**config.mk**
```make
export PLATFORM = sky130hd
export DESIGN_NAME = out_port_buffer
export DESIGN_NICKNAME = d
export VERILOG_FILES = /design/src/rtl/cpu_io_pkg.sv /design/src/rtl/io_fifo_mem.sv /design/src/rtl/out_port_buffer.sv
export SDC_FILE = /design/constraint.sdc
export NUM_CORES = 1
export LEC_CHECK = 0
export CAP_MARGIN = 20
export CORE_AREA = 2 2 120 122
export CTS_CLUSTER_SIZE = 40
export DETAILED_ROUTE_END_ITERATION = 10
export DIE_AREA = 0 0 122 124
export PLACE_DENSITY = 0.63
export SYNTH_ARGS = -nofsm -noshare
export SYNTH_HDL_FRONTEND = slang
export SYNTH_SLANG_ARGS = --single-unit
```
**constraint.sdc**
```tcl
create_clock -name clock -period 4.2 [get_ports clock]
set_input_delay 0.63 -clock clock [delete_from_list [all_inputs] [get_ports clock]]
set_output_delay 0.63 -clock clock [all_outputs]
set_load 0.1 [all_outputs]
```
**src/rtl/cpu_io_pkg.sv**
```systemverilog
// Shared CPU I/O definitions used by the output-port buffer and the future input-port buffer.
package cpu_io_pkg;

  localparam int WORD_W        = 32;
  localparam int OUT_BUF_DEPTH = 4;

  typedef enum logic [1:0] {
    EMPTY   = 2'd0,
    PARTIAL = 2'd1,
    FULL    = 2'd2
  } occ_state_t;

endpackage

```
**src/rtl/io_fifo_mem.sv**
```systemverilog
// DEPTH x WIDTH register storage: one synchronous write port and one combinational read port.
module io_fifo_mem #(
  parameter int DEPTH = 4,
  parameter int WIDTH = 32
) (
  input  logic                     clock,
  input  logic                     wr_en,
  input  logic [$clog2(DEPTH)-1:0] wr_addr,
  input  logic [WIDTH-1:0]         wr_data,
  input  logic [$clog2(DEPTH)-1:0] rd_addr,
  output logic [WIDTH-1:0]         rd_data
);

  logic [WIDTH-1:0] mem [DEPTH];

  // Storage carries no reset; contents are meaningful only between the pointers.
  always_ff @(posedge clock) begin
    if (wr_en) begin
      mem[wr_addr] <= wr_data;
    end
  end

  assign rd_data = mem[rd_addr];

endmodule

```
**src/rtl/out_port_buffer.sv**
```systemverilog
// CPU output-port write buffer: queues OutPort_In words in a FIFO and hands them out over valid/ready.
// Optional feature: define OUT_PORT_LAST_EN to add the out_last debug view of the latest accepted word.
module out_port_buffer
  import cpu_io_pkg::*;
#(
  parameter int DEPTH = OUT_BUF_DEPTH,
  parameter int WIDTH = WORD_W
) (
  input  logic                     clock,
  input  logic                     clear,
  input  logic                     OutPort_In,
  input  logic [WIDTH-1:0]         BusMuxOut,
  output logic [WIDTH-1:0]         OutPortData,
  output logic                     out_valid,
  input  logic                     out_ready,
  output logic [$clog2(DEPTH):0]   out_count,
`ifdef OUT_PORT_LAST_EN
  output logic [WIDTH-1:0]         out_last,
`endif
  output logic                     out_full,
  output logic                     out_overflow
);

  localparam int AW = $clog2(DEPTH);
  localparam int CW = AW + 1;
  localparam logic [CW-1:0] DEPTH_C = CW'(DEPTH);

  logic [AW-1:0]    wr_ptr;
  logic [AW-1:0]    rd_ptr;
  logic [CW-1:0]    count;
  logic [CW-1:0]    count_nxt;
  logic [WIDTH-1:0] rd_data;
  occ_state_t       occ;
  logic             push;
  logic             pop;

  always_comb begin
    occ = PARTIAL;
    if (count == '0) begin
      occ = EMPTY;
    end else if (count == DEPTH_C) begin
      occ = FULL;
    end
  end

  // A full queue still accepts a write when the head leaves on the same edge.
  assign pop  = out_valid && out_ready;
  assign push = OutPort_In && ((occ != FULL) || pop);

  always_comb begin
    count_nxt = count;
    case ({push, pop})
      2'b10:   count_nxt = count + CW'(1);
      2'b01:   count_nxt = count - CW'(1);
      default: count_nxt = count;
    endcase
  end

  always_ff @(posedge clock) begin
    if (clear) begin
      wr_ptr       <= '0;
      rd_ptr       <= '0;
      count        <= '0;
      out_valid    <= 1'b0;
      out_full     <= 1'b0;
      out_overflow <= 1'b0;
    end else begin
      if (push) begin
        wr_ptr <= wr_ptr + AW'(1);
      end
      if (pop) begin
        rd_ptr <= rd_ptr + AW'(1);
      end
      count     <= count_nxt;
      out_valid <= (count_nxt != '0);
      out_full  <= (count_nxt == DEPTH_C);
      if (OutPort_In && !push) begin
        out_overflow <= 1'b1;
      end
    end
  end

  io_fifo_mem #(
    .DEPTH (DEPTH),
    .WIDTH (WIDTH)
  ) u_mem (
    .clock   (clock),
    .wr_en   (push),
    .wr_addr (wr_ptr),
    .wr_data (BusMuxOut),
    .rd_addr (rd_ptr),
    .rd_data (rd_data)
  );

  assign OutPortData = out_valid ? rd_data : '0;
  assign out_count   = count;

`ifdef OUT_PORT_LAST_EN
  always_ff @(posedge clock) begin
    if (clear) begin
      out_last <= '0;
    end else if (push) begin
      out_last <= BusMuxOut;
    end
  end
`endif

endmodule

```
==> impl_metrics.yaml, run 1 <==
status:
  run_status: "finished clean"
worst_setup_path:
  critPathMaxFanout: 15
  worst_path_arrival_time_ps: 2810
  crit_required_ps: 3570
  critical_path_s_slowest_cell: "clkdlybuf4s50_1"
  cells_along_the_critical_path: "mux4_2 -> and2_1 -> clkdlybuf4s50_1"
  worst-setup-path-type: "flop to primary output"
  slowest_delay_ps: 960
  startpoint_type: "flop"
  end_kind: "primary output"
cts:
  cts.repair.resized: 0
  clock_sink_count: 140
  cts.repair_timing.setup_buffer_count: 0
  cts.hold.buffers_added: 0
  h_tree_level_count: 4
  tritoncts.num_buffers: 17
  latest_clock_arrival_within_the_worst_skew_pair_ps: 410
  cts_max_path_buffers: 2
  worst_setup_hold_path_clk_slew_ps: 60
  master_cell_of_the_clock_root_buffer: "clkbuf_16"
  clock_tree_from_tritoncts: "yes"
timing:
  layout_min_cycle_time_ps: 3443
  finalSetupViolations: 0
  clock.fmax_ghz: 0.2904
  fraction_of_the_cycle_the_final_worst_path_needs_pct: 81.98
  maxSlewHeadroom_pct: 35.03
  timing_hold_violations_final: 0
  rsz0062_at_grt: "no"
  setup_tns_ps: 0
  max_slew.worst_pin.slew_ps: 971.5
  clock-skew-final_ps: 5.879
  timing_max_transition_violations_final: 0
cells_and_area:
  ff_latch_area_um2: 4086
  post_layout_nonfiller_instances: 552
  multi_input_area_um2: 1286
  syn_to_final_growth_pct: 28.19
  num_antenna_cells: 0
  finalNetCount: 400
  final.fill_count: 1141
  post_route_cells_drive_above_1_share_pct: 28.49
global_routing:
  globalRouteTotalUtil_pct: 14.25
  grt_overflow: 0
  via_count_of_the_first_global_routing_pass: 2868
  grt_antenna_before_repair: 0
  grt_start_max_net_pins: 24
  first_pass_grt_wire_length_um: 15500
routing:
  met2RoutedLength_um: 4975
  drt_iter0_markers: 218
  detail_route.drc_violations: 0
  detailroute.wirelength.met3_um: 458
  drt-wirelength-per-cell_um: 18.17
  avgViaCountPerCell: 4.946
  final_antenna_net_count: 0
  final_routed_wirelength_across_all_metal_layers_um: 10030
  m1WireLength_um: 4427
  highest_layer: "met4"
  vias: 2730
  pre_antenna_drt_iters: 4
job:
  cap_violations: 0
floorplan:
  design.core.area_um2: 13720
  i_o_pin_cnt: 74
  chipWidth_um: 122
  start_util_pct: 39.66
  fp.dieArea_um2: 15130
  rows: 43
  chipHeight_um: 124
pwr:
  switching_share_pct: 36.52
  sequentialPowerShare_pct: 35.7
  irDropWorstVdd_mv: 0.3045
  internal-power_uw: 3096
  power_per_cell_area_nw_per_um2: 699.3
  power_switching_uw: 1781
  power.combinational.fraction_pct: 33.3
  leakagePower_uw: 0.002356
  power.share.clock_pct: 31.0
synthesis:
  synth.avg_cell_area_um2: 20.30
  synth_top_cells_by_area: "edfxtp_1 71%, mux4_2 13%, dfxtp_1 4.4%, and2_1 4.3%, ha_1 0.92%"
  post_synth_inst_count: 268
  postSynthNetCount: 309
  synth.yosys.warnings: 0
  yosys_register_bits: 140
  yosys.cell_types.count: 31
  synth_sequential_area_ratio_pct: 75.05
  synth.cell_area_um2: 5441
  yosys.area.top_type_share_pct: 70.64
  synth_largest_area_cell: "edfxtp_1"
min_path:
  type_of_the_tightest_min_delay_check: "flop to flop"
placed_design:
  placement.io_buffers: 73
  place_inst: 520
  globalplace.congestion: 0.7672
  place_hpwl_um: 6364
-- worst max-delay path, delay by kind of cell (launching register included) --
| family | cells | cell delay (ps) |
|---|---|---|
| simple gates | 1 | 170 |
| flops | 1 | 680 |
| buf+inv | 1 | 960 |
| mux | 1 | 590 |
-- metal layers --
metal / up-vias / global-route usage (%)
li1: 1243 / -
met1: 1390 / 17.78
met2: 82 / 23.46
met3: 15 / 4.029
met4: 0 / 6.034
met5: - / 0
-- final timing paths --
check / slack, ps / cells after the start / from / endpoint
setup / recovery: 760 / 3 / flop / OutPortData[29]
hold / removal: 490 / 2 / out_overflow$_SDFFE_PP0P_ / out_overflow$_SDFFE_PP0P_
setup reg to reg: 1500 / 5 / out_valid$_SDFF_PP0_ / u_mem.mem[0][31]$_DFFE_PP_
hold reg to reg: 490 / 2 / out_overflow$_SDFFE_PP0P_ / out_overflow$_SDFFE_PP0P_
-- cells in the mapped netlist --
cell type,n
buf_4,3
mux4_2,32
and2b_2,1
a21boi_1,2
a21oi_1,5
a2111oi_0,1
mux2i_1,1
inv_1,5
buf_1,3
and3b_1,1
a32oi_2,1
mux2_4,1
o21bai_1,2
xor2_1,2
edfxtp_1,128
a21o_1,1
fa_1,1
nor3b_2,1
ha_1,4
dfxtp_1,12
nor2_1,8
or3b_4,1
nand3_1,3
xnor2_1,2
nand2_1,1
nor2b_1,1
and2_1,37
buf_2,1
o21ai_0,1
clkbuf_1,5
a311o_1,1
-- flip-flops by register name (all words and copies together), names as in the netlist, named ones only --
register and cells:
u_mem.mem 128, out_count 3, rd_ptr 2, wr_ptr 2, out_full 1, out_overflow 1, out_valid 1
-- power groups by stage --
stage	clock [µW]	combinational, µW	sequential (µW)
4_1_cts	1540	1650	1750
2_1_floorplan	0	1210	1830
3_3_place_gp	0	1640	1770
3_5_place_dp	0	1640	1770
6_report	1510	1630	1740
5_1_grt	1600	1700	1760
-- logic make-up (layout without fill, tap and decap cells) --
group	after synthesis	after routing	share of synthesized area (%)
flops	140	140	75.05
simple gates	54	54	6.024
mux	34	34	13.70
buf+inv	17	121	1.403
compound gates	14	14	1.885
fa+ha+maj	5	5	1.288
xor+xnor	4	4	0.6439
-- final cells by class --
cell class                 instances  area share [%]
sequential                       140           58.58
multi-input combinational        111           18.44
timing repair buffer              84           10.80
clock buffer                      18           6.152
tap                              180           3.229
clock inverter                    14           2.529
inverter                           5          0.2691
-- metrics by stage --
stage / util (%) / hold slack (ps) / power [µW] / area [µm²] / setup WS [ps]
after floorplan: - / 484.7 / 3043 / 5441 / 1320
after global placement: 46.43 / 462.1 / 3402 / 6370 / 1154
after detailed placement: 46.43 / 465.9 / 3417 / 6370 / 1044
after CTS: 50.84 / 489.8 / 4936 / 6975 / 693.5
after global routing: 50.84 / 548.5 / 5067 / 6975 / 621.3
final: 50.84 / 493.1 / 4878 / 6975 / 756.8
-- cell usage in the layout, fill, tap and decap left out, types with 2 or more instances in the layout --
cell | synthesis | routed
a21boi_1 | 2 | 2
a21oi_1 | 5 | 5
and2_1 | 37 | 33
and2_2 | 0 | 4
buf_4 | 3 | 35
bufinv_16 | 0 | 4
clkbuf_16 | 0 | 17
clkdlybuf4s50_1 | 0 | 49
clkinv_1 | 0 | 3
clkinv_2 | 0 | 4
clkinv_4 | 0 | 2
dfxtp_1 | 12 | 10
dfxtp_2 | 0 | 2
edfxtp_1 | 128 | 128
ha_1 | 4 | 4
inv_1 | 5 | 5
mux4_2 | 32 | 32
nand3_1 | 3 | 3
nor2_1 | 8 | 8
o21bai_1 | 2 | 2
xnor2_1 | 2 | 2
xor2_1 | 2 | 2
Note: power is estimated with default switching activity, not from simulation.
==> run 2: changes to the inputs <==
==> constraint.sdc (replaced) <==
create_clock -name clock -period 3.54 [get_ports clock]
set_input_delay 0.531 -clock clock [delete_from_list [all_inputs] [get_ports clock]]
set_output_delay 0.531 -clock clock [all_outputs]
set_load 0.1 [all_outputs]
==> run 2 against run 1 <==
Compared with the run above: global-route usage about the same; critical path type unchanged; core utilization about the same; die area unchanged; clock power increased by 19%; first-iteration DRC count increased by 7.8%; largest power group unchanged; count of clock-buffer cells in the layout increased by 1.
==> impl_metrics.yaml, run 2 (synthesis gave the netlist of run 1 again) <==
cts:
  cts.repair.resized: 0
  worst_setup_hold_path_clk_slew_ps: 60
  tritoncts.num_buffers: 17
  cts.repair_timing.setup_buffer_count: 0
  cts.hold.buffers_added: 0
  h_tree_level_count: 4
  latest_clock_arrival_within_the_worst_skew_pair_ps: 420
  clock_tree_from_tritoncts: "yes"
  master_cell_of_the_clock_root_buffer: "clkbuf_16"
  cts_max_path_buffers: 2
  clock_sink_count: 140
placed_design:
  globalplace.congestion: 0.7851
  placement.io_buffers: 73
  placement_stage_worst_setup_slack_ps: 731.4
  place_hpwl_um: 6008
routing:
  drt_iter0_markers: 235
  final_antenna_net_count: 0
  drt-wirelength-per-cell_um: 17.80
  detail_route.drc_violations: 0
  avgViaCountPerCell: 4.868
  final_routed_wirelength_across_all_metal_layers_um: 9737
  vias: 2663
  pre_antenna_drt_iters: 4
min_path:
  type_of_the_tightest_min_delay_check: "flop to flop"
  hold_path_startpoint: "out_overflow$_SDFFE_PP0P_"
  whs_path_depth: 2
  hold_end: "out_overflow$_SDFFE_PP0P_"
timing:
  maxSlewHeadroom_pct: 33.87
  rsz0062_at_grt: "no"
  layout_min_cycle_time_ps: 2727
  timing_max_transition_violations_final: 0
  clock.fmax_ghz: 0.3667
  timing_hold_violations_final: 0
  layout_setup_ws_ps: 812.9
  clock-skew-final_ps: 6.378
  finalSetupViolations: 0
  max_slew.worst_pin.slew_ps: 988.9
  fraction_of_the_cycle_the_final_worst_path_needs_pct: 77.04
  setup_tns_ps: 0
pwr:
  power.combinational.fraction_pct: 33.7
  leakagePower_uw: 0.002353
  switching_share_pct: 36.52
  internal-power_uw: 3676
  totalPowerFinal_uw: 5790
  irDropWorstVdd_mv: 0.4936
  power_per_cell_area_nw_per_um2: 829.6
  sequentialPowerShare_pct: 35.2
  power_switching_uw: 2114
  power.share.clock_pct: 31.1
cells_and_area:
  num_antenna_cells: 0
  finalNetCount: 395
  syn_to_final_growth_pct: 28.26
  final.fill_count: 1127
  largest-register: "u_mem.mem"
  multi_input_area_um2: 1286
  layout.cells.most_common_list: "128 x edfxtp_1, 40 x clkdlybuf4s50_1, 34 x buf_4"
  ff_latch_area_um2: 4086
  number_of_flip_flops_under_the_largest_register_name: 128
  post_route_cells_drive_above_1_share_pct: 29.70
  final_common_cell: "edfxtp_1"
  postLayoutCoreUtil_pct: 50.87
worst_setup_path:
  r2r_start: "out_count[1]$_SDFF_PP0_"
  worst-setup-path-type: "flop to primary output"
  number_of_cell_instances_on_the_worst_register_to_register_path: 4
  crit_required_ps: 3010
  worst-r2r-setup-slack_ps: 1520
  critPathMaxFanout: 32
  regToRegEndpoint: "u_mem.mem[3][25]$_DFFE_PP_"
  startpoint_type: "flop"
  worst_path_arrival_time_ps: 2200
  end_kind: "primary output"
global_routing:
  grt_antenna_before_repair: 0
  via_count_of_the_first_global_routing_pass: 2918
  globalRouteTotalUtil_pct: 14.23
  grt_start_max_net_pins: 39
  grt_overflow: 0
  first_pass_grt_wire_length_um: 15360
floorplan:
  design.core.area_um2: 13720
  chipHeight_um: 124
  fp.dieArea_um2: 15130
  i_o_pin_cnt: 74
  rows: 43
  start_util_pct: 39.66
  chipWidth_um: 122
job:
  cap_violations: 0
status:
  run_status: "finished clean"
run 2: changes by cell type in the layout (fill, tap and decap cells not counted), sizes merged:
cell	before	now
clkinv	9	7
clkdlybuf4s50	49	40
buf	35	39
clkinvlp	1	2
clkbuf	18	19
run 2: per-layer routing:
layer,global-route usage (%),wire (µm),vias up
li1,-,-,1235
met2,23.99,5021,72
met3,3.709,411,15
met1,16.73,4080,1341
met5,0,0,-
met4,7.830,224,0
run 2: how the worst max path moves through the flow:
stage,start,end,slack [ps],cells past startpoint
CTS,flop,OutPortData[19],760,3
global route,flop,OutPortData[19],710,3
global placement,out_ready,out_valid$_SDFF_PP0_,830,8
detailed placement,out_ready,u_mem.mem[3][25]$_DFFE_PP_,730,5
floorplan,out_valid$_SDFF_PP0_,u_mem.mem[0][0]$_DFFE_PP_,680,3
finish,flop,OutPortData[8],810,3
run 2: final cells by class:
cell class              instances  area share [%]
flip-flops and latches        140           58.55
multi-input cells             111           18.43
well taps                     180           3.227
clock inverters                13           2.492
clock buffers                  19           6.203
inverters                       5          0.2689
repair buffers                 79           10.83
run 2: critical path, stage by stage, from the launching register on:
cell	delay [ps]
dfxtp_2	900
mux4_2	430
and2_1	180
buf_4	230
run 2: power groups by stage:
| stage | Combinational (µW) | Clock (µW) | Sequential, µW |
|---|---|---|---|
| 2_1_floorplan | 1440 | 0 | 2170 |
| 4_1_cts | 1980 | 1840 | 2040 |
| 6_report | 1950 | 1800 | 2040 |
| 3_3_place_gp | 1960 | 0 | 2070 |
| 5_1_grt | 2050 | 1900 | 2060 |
| 3_5_place_dp | 1980 | 0 | 2070 |
run 2: through the flow:
stage          hold WS (ps)  instance area (µm²)  cells
2_1_floorplan         484.7                 5441    268
3_3_place_gp          460.8                 6372    515
3_5_place_dp          475.7                 6372    515
4_1_cts               483.9                 6979    547
5_1_grt               508.5                 6979    547
6_report              471.9                 6979    547
==> run 3: changes to the inputs <==
==> constraint.sdc (replaced) <==
create_clock -name clock -period 2.8 [get_ports clock]
set_input_delay 0.42 -clock clock [delete_from_list [all_inputs] [get_ports clock]]
set_output_delay 0.42 -clock clock [all_outputs]
set_load 0.1 [all_outputs]
==> run 3 against run 2 <==
Compared with the run above: clock skew rose by 5.2 ps; die area did not move; power grew 29%; sequential power grew 25%; combinational power is 52% higher; sequential share of layout area down 2.6 points; routed wire length is 0.66% higher; core utilization rose by 2.4 points; via count rose by 1.2%; cell area is 4.7% higher; sequential cell count stayed put; highest routed layer unchanged.
==> impl_metrics.yaml, run 3 (synthesis gave the netlist of run 1 again) <==
status:
  run_status: "finished clean"
worst_setup_path:
  worst-r2r-setup-slack_ps: 860
  r2r_start: "out_valid$_SDFF_PP0_"
  critPathMaxFanout: 18
  crit_required_ps: 2380
  worst-setup-path-type: "flop to primary output"
  worst_path_arrival_time_ps: 2020
  regToRegEndpoint: "out_valid$_SDFF_PP0_"
  end_kind: "primary output"
  number_of_cell_instances_on_the_worst_register_to_register_path: 7
  startpoint_type: "flop"
routing:
  final_antenna_net_count: 0
  avgViaCountPerCell: 4.856
  drt-wirelength-per-cell_um: 17.66
  detail_route.drc_violations: 0
  vias: 2695
  pre_antenna_drt_iters: 4
  drt_iter0_markers: 159
  final_routed_wirelength_across_all_metal_layers_um: 9801
pwr:
  power_per_cell_area_nw_per_um2: 1025
  power_switching_uw: 2730
  power.combinational.fraction_pct: 39.7
  sequentialPowerShare_pct: 34.2
  switching_share_pct: 36.46
  irDropWorstVdd_mv: 0.6026
  leakagePower_uw: 0.002464
  internal-power_uw: 4758
  power.share.clock_pct: 26.1
timing:
  timing_max_transition_violations_final: 0
  setup_tns_ps: 0
  layout_min_cycle_time_ps: 2436
  max_slew.worst_pin.slew_ps: 455.2
  timing_hold_violations_final: 0
  rsz0062_at_grt: "no"
  fraction_of_the_cycle_the_final_worst_path_needs_pct: 87.00
  clock.fmax_ghz: 0.4105
  clock-skew-final_ps: 11.60
  finalSetupViolations: 0
  maxSlewHeadroom_pct: 69.65
cells_and_area:
  num_antenna_cells: 0
  largest-register: "u_mem.mem"
  layout.cells.most_common_list: "128 x edfxtp_1, 35 x clkdlybuf4s50_1, 34 x buf_12"
  number_of_flip_flops_under_the_largest_register_name: 128
  post_route_cells_drive_above_1_share_pct: 31.73
  final.fill_count: 1125
  final_common_cell: "edfxtp_1"
  finalNetCount: 404
  syn_to_final_growth_pct: 34.26
  post_layout_nonfiller_instances: 555
cts:
  latest_clock_arrival_within_the_worst_skew_pair_ps: 410
  h_tree_level_count: 4
  tritoncts.num_buffers: 17
  worst_setup_hold_path_clk_slew_ps: 60
  cts.hold.buffers_added: 0
  cts.repair.resized: 0
  clock_tree_from_tritoncts: "yes"
  cts.repair_timing.setup_buffer_count: 0
  clock_sink_count: 140
  master_cell_of_the_clock_root_buffer: "clkbuf_16"
  cts_max_path_buffers: 2
placed_design:
  place_hpwl_um: 6184
  place_inst: 524
  placement.io_buffers: 73
  globalplace.congestion: 0.7011
min_path:
  type_of_the_tightest_min_delay_check: "flop to flop"
  hold_end: "out_overflow$_SDFFE_PP0P_"
  hold_path_startpoint: "out_overflow$_SDFFE_PP0P_"
  whs_path_depth: 2
floorplan:
  fp.dieArea_um2: 15130
  i_o_pin_cnt: 74
  design.core.area_um2: 13720
  chipWidth_um: 122
  start_util_pct: 39.66
  rows: 43
  chipHeight_um: 124
global_routing:
  via_count_of_the_first_global_routing_pass: 2860
  grt_overflow: 0
  first_pass_grt_wire_length_um: 15390
  grt_antenna_before_repair: 0
  globalRouteTotalUtil_pct: 14.20
  grt_start_max_net_pins: 22
job:
  cap_violations: 0
-- run 3: stage by stage --
| step | area, µm² | hold slack [ps] | power [µW] | utilization (%) | setup WS, ps |
|---|---|---|---|---|---|
| finish | 7306 | 495.6 | 7488 | 53.25 | 363.9 |
| floorplan | 5446 | 484.7 | 4563 | - | 129.5 |
| CTS | 7306 | 501.0 | 7580 | 53.25 | 303.5 |
| global route | 7306 | 550.3 | 7771 | 53.25 | 239.5 |
| detailed placement | 6790 | 485.8 | 5613 | 49.49 | 172.6 |
| global placement | 6790 | 470.6 | 5587 | 49.49 | 216.5 |
-- run 3: worst max path at each step --
stage	end	from	cells after the start
3_3_place_gp	out_valid$_SDFF_PP0_	OutPort_In	8
3_5_place_dp	out_valid$_SDFF_PP0_	OutPort_In	8
6_report	OutPortData[5]	flop	4
5_1_grt	OutPortData[5]	flop	4
4_1_cts	OutPortData[5]	flop	4
2_1_floorplan	OutPortData[10]	out_valid$_SDFF_PP0_	3
-- run 3: critical path: stages (launching register included) --
cell     delay (ps)
dfxtp_2         320
buf_4           330
mux4_2          580
and2_1          200
buf_12          170
-- run 3: power by group through the flow --
stage	combinational (µW)	clock (µW)	sequential, µW
floorplan	1820	0	2740
global route	3100	2090	2580
finish	2970	1960	2560
CTS	3010	2000	2560
global placement	2990	0	2600
detailed placement	3010	0	2610
-- run 3: layer usage --
layer	vias up	wire, µm	track usage [%]
met5	-	0	0
met4	0	138	6.250
li1	1250	-	-
met2	72	4772	22.52
met3	12	593	5.082
met1	1361	4297	17.65
-- run 3: final cells by class --
cell class                 count  area [µm²]  share of cell area [%]
clock buffer                  20       436.7                   5.977
clock inverter                11       78.83                   1.079
inverter                       5       18.77                  0.2569
multi-input combinational    111        1286                   17.61
sequential                   140        4086                   55.93
tap                          180       225.2                   3.083
timing repair buffer          88        1174                   16.06
